## src/rtl/decode_stage_pkg.sv

```systemverilog
// Shared RV32I decode types: opcodes, control-word struct and immediate helpers
// used by the ID stage and its combinational decoder.
package decode_stage_pkg;

  localparam int unsigned XLEN_W = 32;

  localparam logic [6:0] OP_LUI    = 7'b0110111;
  localparam logic [6:0] OP_AUIPC  = 7'b0010111;
  localparam logic [6:0] OP_JAL    = 7'b1101111;
  localparam logic [6:0] OP_JALR   = 7'b1100111;
  localparam logic [6:0] OP_BRANCH = 7'b1100011;
  localparam logic [6:0] OP_LOAD   = 7'b0000011;
  localparam logic [6:0] OP_STORE  = 7'b0100011;
  localparam logic [6:0] OP_IMM    = 7'b0010011;
  localparam logic [6:0] OP_REG    = 7'b0110011;
  localparam logic [6:0] OP_SYSTEM = 7'b1110011;

  localparam logic [6:0]  F7_BASE  = 7'b0000000;
  localparam logic [6:0]  F7_ALT   = 7'b0100000;
  localparam logic [11:0] ECALL_I  = 12'h000;
  localparam logic [11:0] EBREAK_I = 12'h001;

  typedef logic [4:0] reg_t;
  typedef enum logic [1:0] {SZ_BYTE, SZ_HALF, SZ_WORD} size_t;
  typedef enum logic {SGN_SIGNED, SGN_UNSIGNED} sign_t;
  typedef enum logic [2:0] {
    BEQ = 3'b000, BNE = 3'b001, BLT = 3'b100, BGE = 3'b101, BLTU = 3'b110, BGEU = 3'b111
  } B_F3_t;

  typedef enum logic [3:0] {
    ALU, ALU_IMM, LOAD, STORE, BRANCH, JAL, JALR, LUI, AUIPC, SYSTEM
  } op_class_t;

  typedef enum logic [3:0] {
    ALU_ADD, ALU_SUB, ALU_SLL, ALU_SLT, ALU_SLTU, ALU_XOR,
    ALU_SRL, ALU_SRA, ALU_OR, ALU_AND, ALU_PASS_B
  } alu_op_t;

  typedef struct packed {
    op_class_t   opclass;
    alu_op_t     alu_op;
    reg_t        rs1;
    reg_t        rs2;
    reg_t        rd;
    logic [31:0] imm;
    logic        use_imm;
    logic        we;
    size_t       mem_size;
    sign_t       mem_sign;
    B_F3_t       br_f3;
    logic        is_ecall;
    logic        is_ebreak;
    logic        illegal;
  } dec_ctrl_t;

  function automatic logic [31:0] imm_b(input logic [31:0] instr);
    return {{20{instr[31]}}, instr[7], instr[30:25], instr[11:8], 1'b0};
  endfunction

  function automatic logic [31:0] imm_j(input logic [31:0] instr);
    return {{12{instr[31]}}, instr[19:12], instr[20], instr[30:21], 1'b0};
  endfunction

endpackage

```

## src/rtl/decode_stage_if.sv

```systemverilog
// IF->ID and ID->EX handshake bundle; slave is the decode stage, master the environment.
interface decode_stage_if;
  import decode_stage_pkg::*;

  logic              if_valid_i;
  logic              if_ready_o;
  logic [31:0]       if_instr_i;
  logic [XLEN_W-1:0] if_pc_i;
  logic              id_valid_o;
  logic              id_ready_i;
  logic [XLEN_W-1:0] id_pc_o;
  dec_ctrl_t         id_ctrl_o;

  modport slave (
    input  if_valid_i, if_instr_i, if_pc_i, id_ready_i,
    output if_ready_o, id_valid_o, id_pc_o, id_ctrl_o
  );

  modport master (
    output if_valid_i, if_instr_i, if_pc_i, id_ready_i,
    input  if_ready_o, id_valid_o, id_pc_o, id_ctrl_o
  );
endinterface

```

## src/rtl/decode_comb.sv

```systemverilog
// Purely combinational RV32I decoder: instruction word -> control word.
module decode_comb
  import decode_stage_pkg::*;
#(
  parameter bit ZERO_RD_ON_NOWRITE = 1'b1
) (
  input  logic [31:0] instr_i,
  output dec_ctrl_t   ctrl_o
);

  logic [6:0]  opcode;
  logic [2:0]  f3;
  logic [6:0]  f7;
  logic [31:0] imm_i, imm_s, imm_u, imm_sh;
  logic        writes, illegal;
  alu_op_t     base_op;
  dec_ctrl_t   c;

  assign opcode = instr_i[6:0];
  assign f3     = instr_i[14:12];
  assign f7     = instr_i[31:25];
  assign imm_i  = {{20{instr_i[31]}}, instr_i[31:20]};
  assign imm_s  = {{20{instr_i[31]}}, instr_i[31:25], instr_i[11:7]};
  assign imm_u  = {instr_i[31:12], 12'h000};
  assign imm_sh = {27'b0, instr_i[24:20]};

  // funct3 selects the same operation for register and immediate ALU forms
  always_comb begin
    case (f3)
      3'b000:  base_op = ALU_ADD;
      3'b001:  base_op = ALU_SLL;
      3'b010:  base_op = ALU_SLT;
      3'b011:  base_op = ALU_SLTU;
      3'b100:  base_op = ALU_XOR;
      3'b101:  base_op = ALU_SRL;
      3'b110:  base_op = ALU_OR;
      default: base_op = ALU_AND;
    endcase
  end

  always_comb begin
    c       = '0;
    writes  = 1'b0;
    illegal = 1'b0;
    c.rs1   = instr_i[19:15];
    c.rs2   = instr_i[24:20];
    c.rd    = instr_i[11:7];
    case (opcode)
      OP_LUI: begin
        c.opclass = LUI;  c.alu_op = ALU_PASS_B; c.imm = imm_u; c.use_imm = 1'b1; writes = 1'b1;
      end
      OP_AUIPC: begin
        c.opclass = AUIPC; c.imm = imm_u; c.use_imm = 1'b1; writes = 1'b1;
      end
      OP_JAL: begin
        c.opclass = JAL; c.imm = imm_j(instr_i); c.use_imm = 1'b1; writes = 1'b1;
      end
      OP_JALR: begin
        c.opclass = JALR; c.imm = imm_i; c.use_imm = 1'b1; writes = 1'b1;
        illegal   = (f3 != 3'b000);
      end
      OP_BRANCH: begin
        c.opclass = BRANCH; c.alu_op = ALU_SUB; c.imm = imm_b(instr_i); c.br_f3 = B_F3_t'(f3);
        illegal   = (f3 == 3'b010) || (f3 == 3'b011);
      end
      OP_LOAD: begin
        c.opclass  = LOAD; c.imm = imm_i; c.use_imm = 1'b1; writes = 1'b1;
        c.mem_size = size_t'(f3[1:0]);
        c.mem_sign = sign_t'(f3[2]);
        illegal    = (f3 == 3'b011) || (f3 == 3'b110) || (f3 == 3'b111);
      end
      OP_STORE: begin
        c.opclass  = STORE; c.imm = imm_s; c.use_imm = 1'b1;
        c.mem_size = size_t'(f3[1:0]);
        illegal    = (f3 >= 3'b011);
      end
      OP_IMM: begin
        c.opclass = ALU_IMM; c.alu_op = base_op; c.imm = imm_i; c.use_imm = 1'b1; writes = 1'b1;
        if (f3 == 3'b001) begin
          c.imm   = imm_sh;
          illegal = (f7 != F7_BASE);
        end else if (f3 == 3'b101) begin
          c.imm = imm_sh;
          if (f7 == F7_ALT) c.alu_op = ALU_SRA;
          else              illegal  = (f7 != F7_BASE);
        end
      end
      OP_REG: begin
        c.opclass = ALU; c.alu_op = base_op; writes = 1'b1;
        if (f7 == F7_ALT) begin
          if (f3 == 3'b000)      c.alu_op = ALU_SUB;
          else if (f3 == 3'b101) c.alu_op = ALU_SRA;
          else                   illegal  = 1'b1;
        end else begin
          illegal = (f7 != F7_BASE);
        end
      end
      OP_SYSTEM: begin
        c.opclass = SYSTEM; c.imm = imm_i;
        // only the exact ECALL/EBREAK encodings are accepted
        if (instr_i[19:15] == 5'd0 && instr_i[11:7] == 5'd0 && f3 == 3'b000 &&
            instr_i[31:20] == ECALL_I)
          c.is_ecall = 1'b1;
        else if (instr_i[19:15] == 5'd0 && instr_i[11:7] == 5'd0 && f3 == 3'b000 &&
                 instr_i[31:20] == EBREAK_I)
          c.is_ebreak = 1'b1;
        else
          illegal = 1'b1;
      end
      default: illegal = 1'b1;
    endcase
    c.illegal = illegal;
    c.we      = writes && !illegal && (c.rd != 5'd0);
    if (ZERO_RD_ON_NOWRITE && !(writes && !illegal)) c.rd = '0;
    ctrl_o = c;
  end

endmodule

```

## src/rtl/decode_stage.sv

```systemverilog
// ID pipeline stage: decodes on accept into a two-entry skid buffer (out + skid)
// so that both if_ready_o and id_valid_o come straight from flops.
module decode_stage
  import decode_stage_pkg::*;
#(
  parameter int XLEN               = XLEN_W,
  parameter bit ZERO_RD_ON_NOWRITE = 1'b1
) (
  input logic          clk,
  input logic          rst,
  input logic          flush_i,
  decode_stage_if.slave io
);

  dec_ctrl_t       dec_ctrl;
  logic            accept, drain;
  logic            out_valid_q, out_valid_d, skid_valid_q, skid_valid_d;
  dec_ctrl_t       out_ctrl_q, out_ctrl_d, skid_ctrl_q, skid_ctrl_d;
  logic [XLEN-1:0] out_pc_q, out_pc_d, skid_pc_q, skid_pc_d;

  decode_comb #(.ZERO_RD_ON_NOWRITE(ZERO_RD_ON_NOWRITE)) u_decode (
    .instr_i (io.if_instr_i),
    .ctrl_o  (dec_ctrl)
  );

  assign accept = io.if_valid_i && !skid_valid_q;
  assign drain  = out_valid_q && io.id_ready_i;

  always_comb begin
    out_valid_d  = out_valid_q;
    out_ctrl_d   = out_ctrl_q;
    out_pc_d     = out_pc_q;
    skid_valid_d = skid_valid_q;
    skid_ctrl_d  = skid_ctrl_q;
    skid_pc_d    = skid_pc_q;
    if (flush_i) begin
      out_valid_d  = 1'b0;
      skid_valid_d = 1'b0;
    end else if (skid_valid_q) begin
      // full: input is blocked, a drain promotes the skid entry
      if (drain) begin
        out_ctrl_d   = skid_ctrl_q;
        out_pc_d     = skid_pc_q;
        skid_valid_d = 1'b0;
      end
    end else if (accept && (!out_valid_q || drain)) begin
      out_valid_d = 1'b1;
      out_ctrl_d  = dec_ctrl;
      out_pc_d    = io.if_pc_i;
    end else if (accept) begin
      skid_valid_d = 1'b1;
      skid_ctrl_d  = dec_ctrl;
      skid_pc_d    = io.if_pc_i;
    end else if (drain) begin
      out_valid_d = 1'b0;
    end
  end

  always_ff @(posedge clk) begin
    if (rst) begin
      out_valid_q  <= 1'b0;
      out_ctrl_q   <= '0;
      out_pc_q     <= '0;
      skid_valid_q <= 1'b0;
      skid_ctrl_q  <= '0;
      skid_pc_q    <= '0;
    end else begin
      out_valid_q  <= out_valid_d;
      out_ctrl_q   <= out_ctrl_d;
      out_pc_q     <= out_pc_d;
      skid_valid_q <= skid_valid_d;
      skid_ctrl_q  <= skid_ctrl_d;
      skid_pc_q    <= skid_pc_d;
    end
  end

  assign io.if_ready_o = !skid_valid_q;
  assign io.id_valid_o = out_valid_q;
  assign io.id_pc_o    = out_pc_q;
  assign io.id_ctrl_o  = out_ctrl_q;

endmodule

```

## src/flat_wrapper.sv

```systemverilog
// flat-port wrapper written by rule: the top's interface ports become plain ports
module decode_stage_flat import decode_stage_pkg::*;
#(
  parameter int XLEN               = XLEN_W,
  parameter bit ZERO_RD_ON_NOWRITE = 1'b1
)
  (clk, rst, flush_i, io_if_valid_i, io_if_instr_i, io_if_pc_i, io_id_ready_i, io_if_ready_o, io_id_valid_o, io_id_pc_o, io_id_ctrl_o);
  decode_stage_if io_i ();
  input logic clk;
  input logic rst;
  input logic flush_i;
  input wire logic [$bits(io_i.if_valid_i)-1:0] io_if_valid_i;
  input wire logic [$bits(io_i.if_instr_i)-1:0] io_if_instr_i;
  input wire logic [$bits(io_i.if_pc_i)-1:0] io_if_pc_i;
  input wire logic [$bits(io_i.id_ready_i)-1:0] io_id_ready_i;
  output wire logic [$bits(io_i.if_ready_o)-1:0] io_if_ready_o;
  output wire logic [$bits(io_i.id_valid_o)-1:0] io_id_valid_o;
  output wire logic [$bits(io_i.id_pc_o)-1:0] io_id_pc_o;
  output wire logic [$bits(io_i.id_ctrl_o)-1:0] io_id_ctrl_o;
  assign io_i.if_valid_i = io_if_valid_i;
  assign io_i.if_instr_i = io_if_instr_i;
  assign io_i.if_pc_i = io_if_pc_i;
  assign io_i.id_ready_i = io_id_ready_i;
  assign io_if_ready_o = io_i.if_ready_o;
  assign io_id_valid_o = io_i.id_valid_o;
  assign io_id_pc_o = io_i.id_pc_o;
  assign io_id_ctrl_o = io_i.id_ctrl_o;
  decode_stage #(.XLEN(XLEN), .ZERO_RD_ON_NOWRITE(ZERO_RD_ON_NOWRITE)) u_core (.clk(clk), .rst(rst), .flush_i(flush_i), .io(io_i));
endmodule
```

## config.mk

```make
export PLATFORM = sky130hd
export DESIGN_NAME = decode_stage_flat
export DESIGN_NICKNAME = d
export VERILOG_FILES = /design/src/rtl/decode_stage_pkg.sv /design/src/rtl/decode_stage_if.sv /design/src/rtl/decode_comb.sv /design/src/rtl/decode_stage.sv /design/src/flat_wrapper.sv
export SDC_FILE = /design/constraint.sdc
export NUM_CORES = 1
export LEC_CHECK = 0
export BUFFER_PORTS_ARGS = -buffer_cell sky130_fd_sc_hd__buf_2
export CORE_UTILIZATION = 55
export CTS_CLUSTER_SIZE = 30
export DETAILED_ROUTE_END_ITERATION = 6
export GPL_TIMING_DRIVEN = 0
export PLACE_DENSITY = 0.78
export SLEW_MARGIN = 15
export SYNTH_ARGS = -nofsm -noshare
export SYNTH_HDL_FRONTEND = slang
export SYNTH_HIERARCHICAL = 1
export SYNTH_SLANG_ARGS = --single-unit
```

## constraint.sdc

```tcl
create_clock -name clk -period 3.75 [get_ports clk]
set_input_delay 0.75 -clock clk [delete_from_list [all_inputs] [get_ports clk]]
set_output_delay 0.75 -clock clk [all_outputs]
set_load 0.02 [all_outputs]
```

==> impl_results.md, run 1 <==
- Nature of the critical path startpoint: flip-flop
- Overall routing resource usage: 27.4%
- Hold Crit Class: reg2reg
- Dpl ws: 578 ps
- Slew headroom: between 40% and 50%
- R2R Setup Slk: 1490 ps
- Proportion of layout cells with a drive suffix above 1: 26.8%
- Synthesis Warnings: 6
- Buffers & Inverters on Critical Path: 4
- Commonest non-fill, non-tap cells in the layout: buf_2, nand2b_1, dfxtp_1, mux2i_1, nor2_1
- Hold Crit Endpoint: u_core/skid_pc_q[30]
- Synthesized Nets: 1,247
- Clk slew on worst S/H paths: 70 ps
- Commonest non-fill, non-tap cell in the layout: buf_2
- NumNets Final: approximately 1,400
- Via Count: 8,785
- CTS Hold Buffers Added: 0
- EDFF count, synth: 0
- Final Non-Filler Cells: between 1,500 and 2,000
- CTS Buffer Depth: 2
- Final Setup Violations: 0
- Critical path class: reg2out
- # clock sinks: 198
- Core ar.: 19,500 um2
- Largest net degree at the start of global routing: 19
- Final Cycle Share: roughly three quarters
- Die X: 143 um
- RSZ-0062 raised after global routing: no
- Seq cells post-synth: 198
- Global-route wire length before repair: 43.5 mm
- Starting density of the core: 56.2%
- CP Capture Type: output port
- Final Hold Fails: 0
- Maximum clock rate: 349 MHz
- Critical path's largest stage delay: 620 ps
- Clk_lat worst skew: between 400 and 500 ps
- Routed WL: between 20 and 30 mm
- Slew @ Worst Pin: 840 ps
- H-tree Lvls: 4
- Status: finished clean
- TritonCTS clock tree: done
- I/O Pins: 169
- CTS buffer count: 17
- Synth Flop Type: dfxtp_1
- Cells after synthesis: 1,178
- Vias in the first global route: 8,430
- Detailed placement HPWL: 20.4 mm
- CP Cell Sequence: clkbuf_1 -> buf_2 -> inv_1 -> buf_2
- Die ar.: 20,500 um2
- Worst path top cell family by delay: buffers and inverters
- PD cells: 356 nW/um2
- Setup Skew: about 8.6 ps
- WHS Path Cells: 2
- Vias/cell: 5.36
- Leakage power: 5.19 nW
- Die height: 143 um
- CTS resizes: 0
- Hold_sp: u_core/skid_pc_q[30]
- Post-synth cell types: 57
- Worst R2R End: u_core/skid_ctrl_q[64]
- GRT Residual Overflow: 0
- Crit-path max FO: 10
- Post-synthesis async set-or-reset flop share: 0%
- Pre-antenna DRT Iters: 5
- Area delta synth->final: 16.0%
- Cell mode on critical path: buf_2
- Syn Area/Cell: 9.29 um2
- RR Startpoint: u_core/io.id_valid_o
- Required time worst endpoint: around 3000 ps
- Max rail drop VDD: 0.305 mV
- I/O Buffers: 165
- Arr. time, crit path: 2120 ps
- Drt first-iter violations: about 460
- Setup TNS: 0 ps
- Antenna-violating nets left: 0
- Synth Cell Area: between 10,000 and 15,000 um2
- Fin crit period: between 2000 and 3000 ps
- Antenna Diode Count: 0
- Max-cap violation count: 0
- Seq/Total Area, Yosys: 36.2%
- Gp weighted congestion: 0.903
- Clk Tree Root Cell: clkbuf_16
- Final setup margin: just under 900 ps
- R2R depth: 6
- Post-CTS Setup Repair Bufs: 0
- DP Cell Count: roughly 1,600
- Routed WL per cell: 17.0 um
- Fin. max-slew vios: 0
- Initial antenna violation count: 1
- Slowest CP cell: clkbuf_1
- Finished Core Util: between 60% and 70%
- Post-route DRC: 0
- FP Rows: between 50 and 60
==> power by group <==
| group | switching [mW] | internal (mW) | total, mW |
|---|---|---|---|
| Combinational | 0.304 | 0.216 | 0.520 |
| Sequential | 0.0147 | 2.13 | 2.15 |
| Clock | 0.852 | 1.00 | 1.85 |
==> stage by stage <==
step           area [um2]  hold slack [ps]  power, mW
5_1_grt             12700              488       4.68
4_1_cts             12700              474       4.56
3_5_place_dp        12100              460       2.71
2_1_floorplan       10900              448       2.53
3_3_place_gp        12100              456       2.70
6_report            12700              473       4.52
==> synthesized netlist by cell type, drive strengths merged, types with 4 or more instances <==
| cell | number | share of area (%) |
|---|---|---|
| dfxtp | 198 | 36 |
| nand2b | 198 | 11 |
| mux2i | 197 | 18 |
| nor2 | 122 | 4.2 |
| nor2b | 102 | 5.8 |
| mux2 | 99 | 11 |
| buf | 58 | 3.1 |
| clkbuf | 47 | 1.7 |
| nand2 | 46 | 1.6 |
| a21oi | 11 | 0.50 |
| a21o | 10 | 0.69 |
| and2 | 10 | 0.58 |
| nand3 | 9 | 0.50 |
| nor3 | 9 | 0.46 |
| o21ai | 8 | 0.40 |
| and3 | 7 | 0.40 |
| nor4 | 5 | 0.42 |
| a22o | 4 | 0.32 |
==> state kept, by name, indices dropped and copies added (netlist names) <==
register and count:
u_core/io.id_ctrl_o 66, u_core/skid_ctrl_q 66, u_core/io.id_pc_o 32, u_core/skid_pc_q 32
u_core/io.id_valid_o 1, u_core/skid_valid_q 1
==> metal layers <==
layer / vias to the layer above / global-route usage [%] / routed length, um
met3: 29 / 4.43 / 1460
met1: 4220 / 36.3 / 13000
li1: 4274 / - / -
met5: - / 0 / 0
met2: 262 / 45.3 / 12900
met4: 0 / 8.38 / 531
==> worst max path at each step <==
| stage | from | end | depth (start not counted) |
|---|---|---|---|
| final | u_core/skid_valid_q | io_if_ready_o | 4 |
| after global routing | u_core/skid_valid_q | io_if_ready_o | 4 |
| after CTS | u_core/skid_valid_q | io_if_ready_o | 4 |
| after detailed placement | io_if_instr_i[2] | u_core/io.id_ctrl_o[58] | 9 |
| after global placement | io_if_instr_i[2] | u_core/io.id_ctrl_o[58] | 9 |
| after floorplan | io_if_instr_i[12] | u_core/io.id_ctrl_o[0] | 10 |
==> layout make-up <==
cell class | instances | area (um2)
Sequential cell | 198 | 3960
Clock inverter | 15 | 168
Tap cell | 265 | 332
Fill cell | 1614 | 6770
Clock buffer | 17 | 425
Inverter | 3 | 11.3
Buffer | 105 | 531
Multi-Input combinational cell | 872 | 6440
Timing Repair Buffer | 165 | 826
==> cell families (layout without fill, tap and decap cells) <==
| logic type | Yosys count | in the layout | synth area share [%] |
|---|---|---|---|
| flops | 198 | 198 | 36.2 |
| buf+inv | 108 | 305 | 4.95 |
| simple gates | 519 | 519 | 26.2 |
| mux | 296 | 296 | 28.9 |
| compound gates | 55 | 55 | 3.59 |
| xor+xnor | 2 | 2 | 0.160 |
==> worst min-delay path, cell delays in order (launching register included) <==
cell and delay [ps]:
dfxtp_1 310, nand2b_1 60, mux2i_1 50
No activity file was read; power rests on OpenSTA's default activity.
==> run 2, diff against run 1 <==
- ABC_AREA: not set -> 1
- CORE_UTILIZATION: 55 -> 51
- PLACE_DENSITY: 0.78 -> 0.76
- clock period: 3.75 -> 2.3 ns (I/O delays scaled with it)
==> run 2 against run 1 <==
Against the previous run: non-clock buffer count up 19; critical endpoint unchanged; sequential cell count stayed put; largest power group unchanged; sequential power increased by 68%; highest routed layer is now met5; sequential share of layout area is 2.4 points higher; critical path type unchanged; count of clock-buffer cells in the layout increased by 2.
==> impl_results.md, run 2 <==
- CTS buffer count: 17
- Hold Crit Endpoint: u_core/skid_pc_q[31]
- Setup TNS: 0 ps
- Clk_lat worst skew: 440 ps
- Clk Tree Root Cell: clkbuf_16
- Global-route wire length before repair: 46.6 mm
- Commonest non-fill, non-tap cell in the layout: nand2_1
- Nature of the critical path startpoint: flip-flop
- Post-CTS Setup Repair Bufs: 0
- Routed WL: a little under 30 mm
- H-tree Lvls: 4
- GRT Residual Overflow: 0
- Die height: 142 um
- Max-cap violation count: 0
- TritonCTS clock tree: done
- # clock sinks: 198
- Busiest metal layer after global routing: met2
- Filler cells: 1,812
- Seq/Total Area, Yosys: 39.6%
- GRT met3 Usage: about 3.7%
- Seq cells post-synth: 198
- Slew @ Worst Pin: 591 ps
- Synth area leader: dfxtp_1
- Post-synth top cells: nand2_1, a21oi_1, dfxtp_1
- Drt first-iter violations: 973
- Crit-path max FO: 10
- Pre-antenna DRT Iters: 5
- CTS Buffer Depth: 2
- Overall routing resource usage: 29.2%
- Synthesis Warnings: 6
- Synth Flop Type: dfxtp_1
- Antenna-violating nets left: 0
- Vias in the first global route: 9,277
- Syn Area/Cell: between 6 and 7 um2
- Largest net degree at the start of global routing: 19
- Hold Crit Class: in2reg
- Synth Cell Area: 10000 um2
- Post-synthesis async set-or-reset flop share: 0%
- Clk slew on worst S/H paths: 70 ps
- PD cells: between 600 and 700 nW/um2
- Fin crit period: 2160 ps
- Status: finished clean
- Core ar.: 19,000 um2
- Initial antenna violation count: 2
- Final Setup Violations: 0
- Met2 global-route usage: ~47%
- Commonest non-fill, non-tap cells in the layout: nand2_1, buf_2, a21oi_1, dfxtp_1, nor2_1
- I/O Pins: around 170
- Cells after synthesis: 1,534
- Final Non-Filler Cells: 1,993
- Starting density of the core: between 50% and 60%
- Worst R2R End: u_core/io.id_ctrl_o[12]
- Final Cycle Share: about 94%
- Synthesized Nets: around 1,600
- I/O Buffers: 166
- Tot Pwr: 7.78 mW
- Die X: about 140 um
- CP Capture Type: output port
- Routed WL per cell: 14.8 um
- RR Startpoint: u_core/io.id_valid_o
- Post-synth cell types: 29
- Met1 Track Usage GR: roughly two fifths
- Critical path class: reg2out
- Die ar.: 20,200 um2
- Proportion of layout cells with a drive suffix above 1: 17.1%
- Setup Skew: around 7.1 ps
- Slew headroom: 60.6%
- FP Rows: 50
- Post-synth top area share: between 30% and 40%
- Via Count: 10,553
- CTS Hold Buffers Added: 0
- RSZ-0062 raised after global routing: no
- Fin. max-slew vios: 0
- EDFF count, synth: 0
- Leakage power: 5.08 nW
- R2R Setup Slk: 190 ps
- NumNets Final: 1,788
- CTS resizes: 0
- Max rail drop VDD: 0.514 mV
- Area delta synth->final: 17.7%
- Synth area leaders: dfxtp_1, nand2_1, a21oi_1
- Post-route DRC: 0
- Detailed placement HPWL: ~21 mm
- Vias/cell: 5.30
- Gp weighted congestion: 0.982
- Hold_sp: io_if_pc_i[31]
- Required time worst endpoint: 1840 ps
- Maximum clock rate: approximately 460 MHz
- DP Cell Count: slightly below 2,000
- WHS Path Cells: 3
- Final Hold Fails: 0
- Most common cell in the netlist: nand2_1
- Hold WS: 277 ps
- Arr. time, crit path: 1700 ps
- R2R depth: 7
[run 2: cell families after synthesis]
logic type / Yosys count / share of synthesized area (%)
AND/OR/NAND/NOR: 930 / 40.0
AO/OA/AOI/OAI: 238 / 12.4
flip-flops: 198 / 39.6
buffers and inverters: 168 / 8.01
[run 2: stage by stage]
| step | setup slack [ps] | util, % | instance area, um2 |
|---|---|---|---|
| 6_report | 136 | 62.1 | 11800 |
| 5_1_grt | 77.5 | 62.1 | 11800 |
| 4_1_cts | 133 | 62.1 | 11800 |
| 3_5_place_dp | -128 | 58.9 | 11200 |
| 3_3_place_gp | -144 | 58.9 | 11200 |
| 2_1_floorplan | 399 | - | 10000 |
[run 2: cell type report]
type                    instances  area, um2  area share (%)
multi-input cells            1168       5240            44.5
flip-flops and latches        198       3960            33.7
repair buffers                166        831            7.06
plain buffers                 123        632            5.37
clock buffers                  19        453            3.85
well taps                     260        325            2.76
inverters                      45        169            1.43
clock inverters                13        161            1.37
diodes                          1       2.50          0.0213
[run 2: worst max-delay path by stage]
stage,start,endpoint,slack (ps),cells past startpoint
3_5_place_dp,io_if_instr_i[1],u_core/io.id_ctrl_o[47],-130,16
4_1_cts,u_core/skid_valid_q,io_if_ready_o,130,3
3_3_place_gp,io_if_instr_i[1],u_core/io.id_ctrl_o[47],-140,16
5_1_grt,u_core/skid_valid_q,io_if_ready_o,80,3
2_1_floorplan,io_if_instr_i[1],u_core/io.id_ctrl_o[26],400,13
6_report,u_core/skid_valid_q,io_if_ready_o,140,3
[run 2: per-layer routing]
metal  wire [um]  vias to the layer above
li1            -                     5281
met1       13600                     4819
met2       13400                      404
met3        1830                       47
met4         646                        2
met5          11                        -
[run 2: power by group]
part	leakage [nW]	total (mW)	internal, mW	switching (mW)
Clock	0.296	3.09	1.70	1.39
Sequential	1.61	3.61	3.55	0.0609
Combinational	3.17	1.08	0.364	0.715
[run 2: worst max-delay path: stages (launching register included)]
cell,delay (ps)
dfxtp_1,380
inv_2,240
clkbuf_1,400
buf_2,250
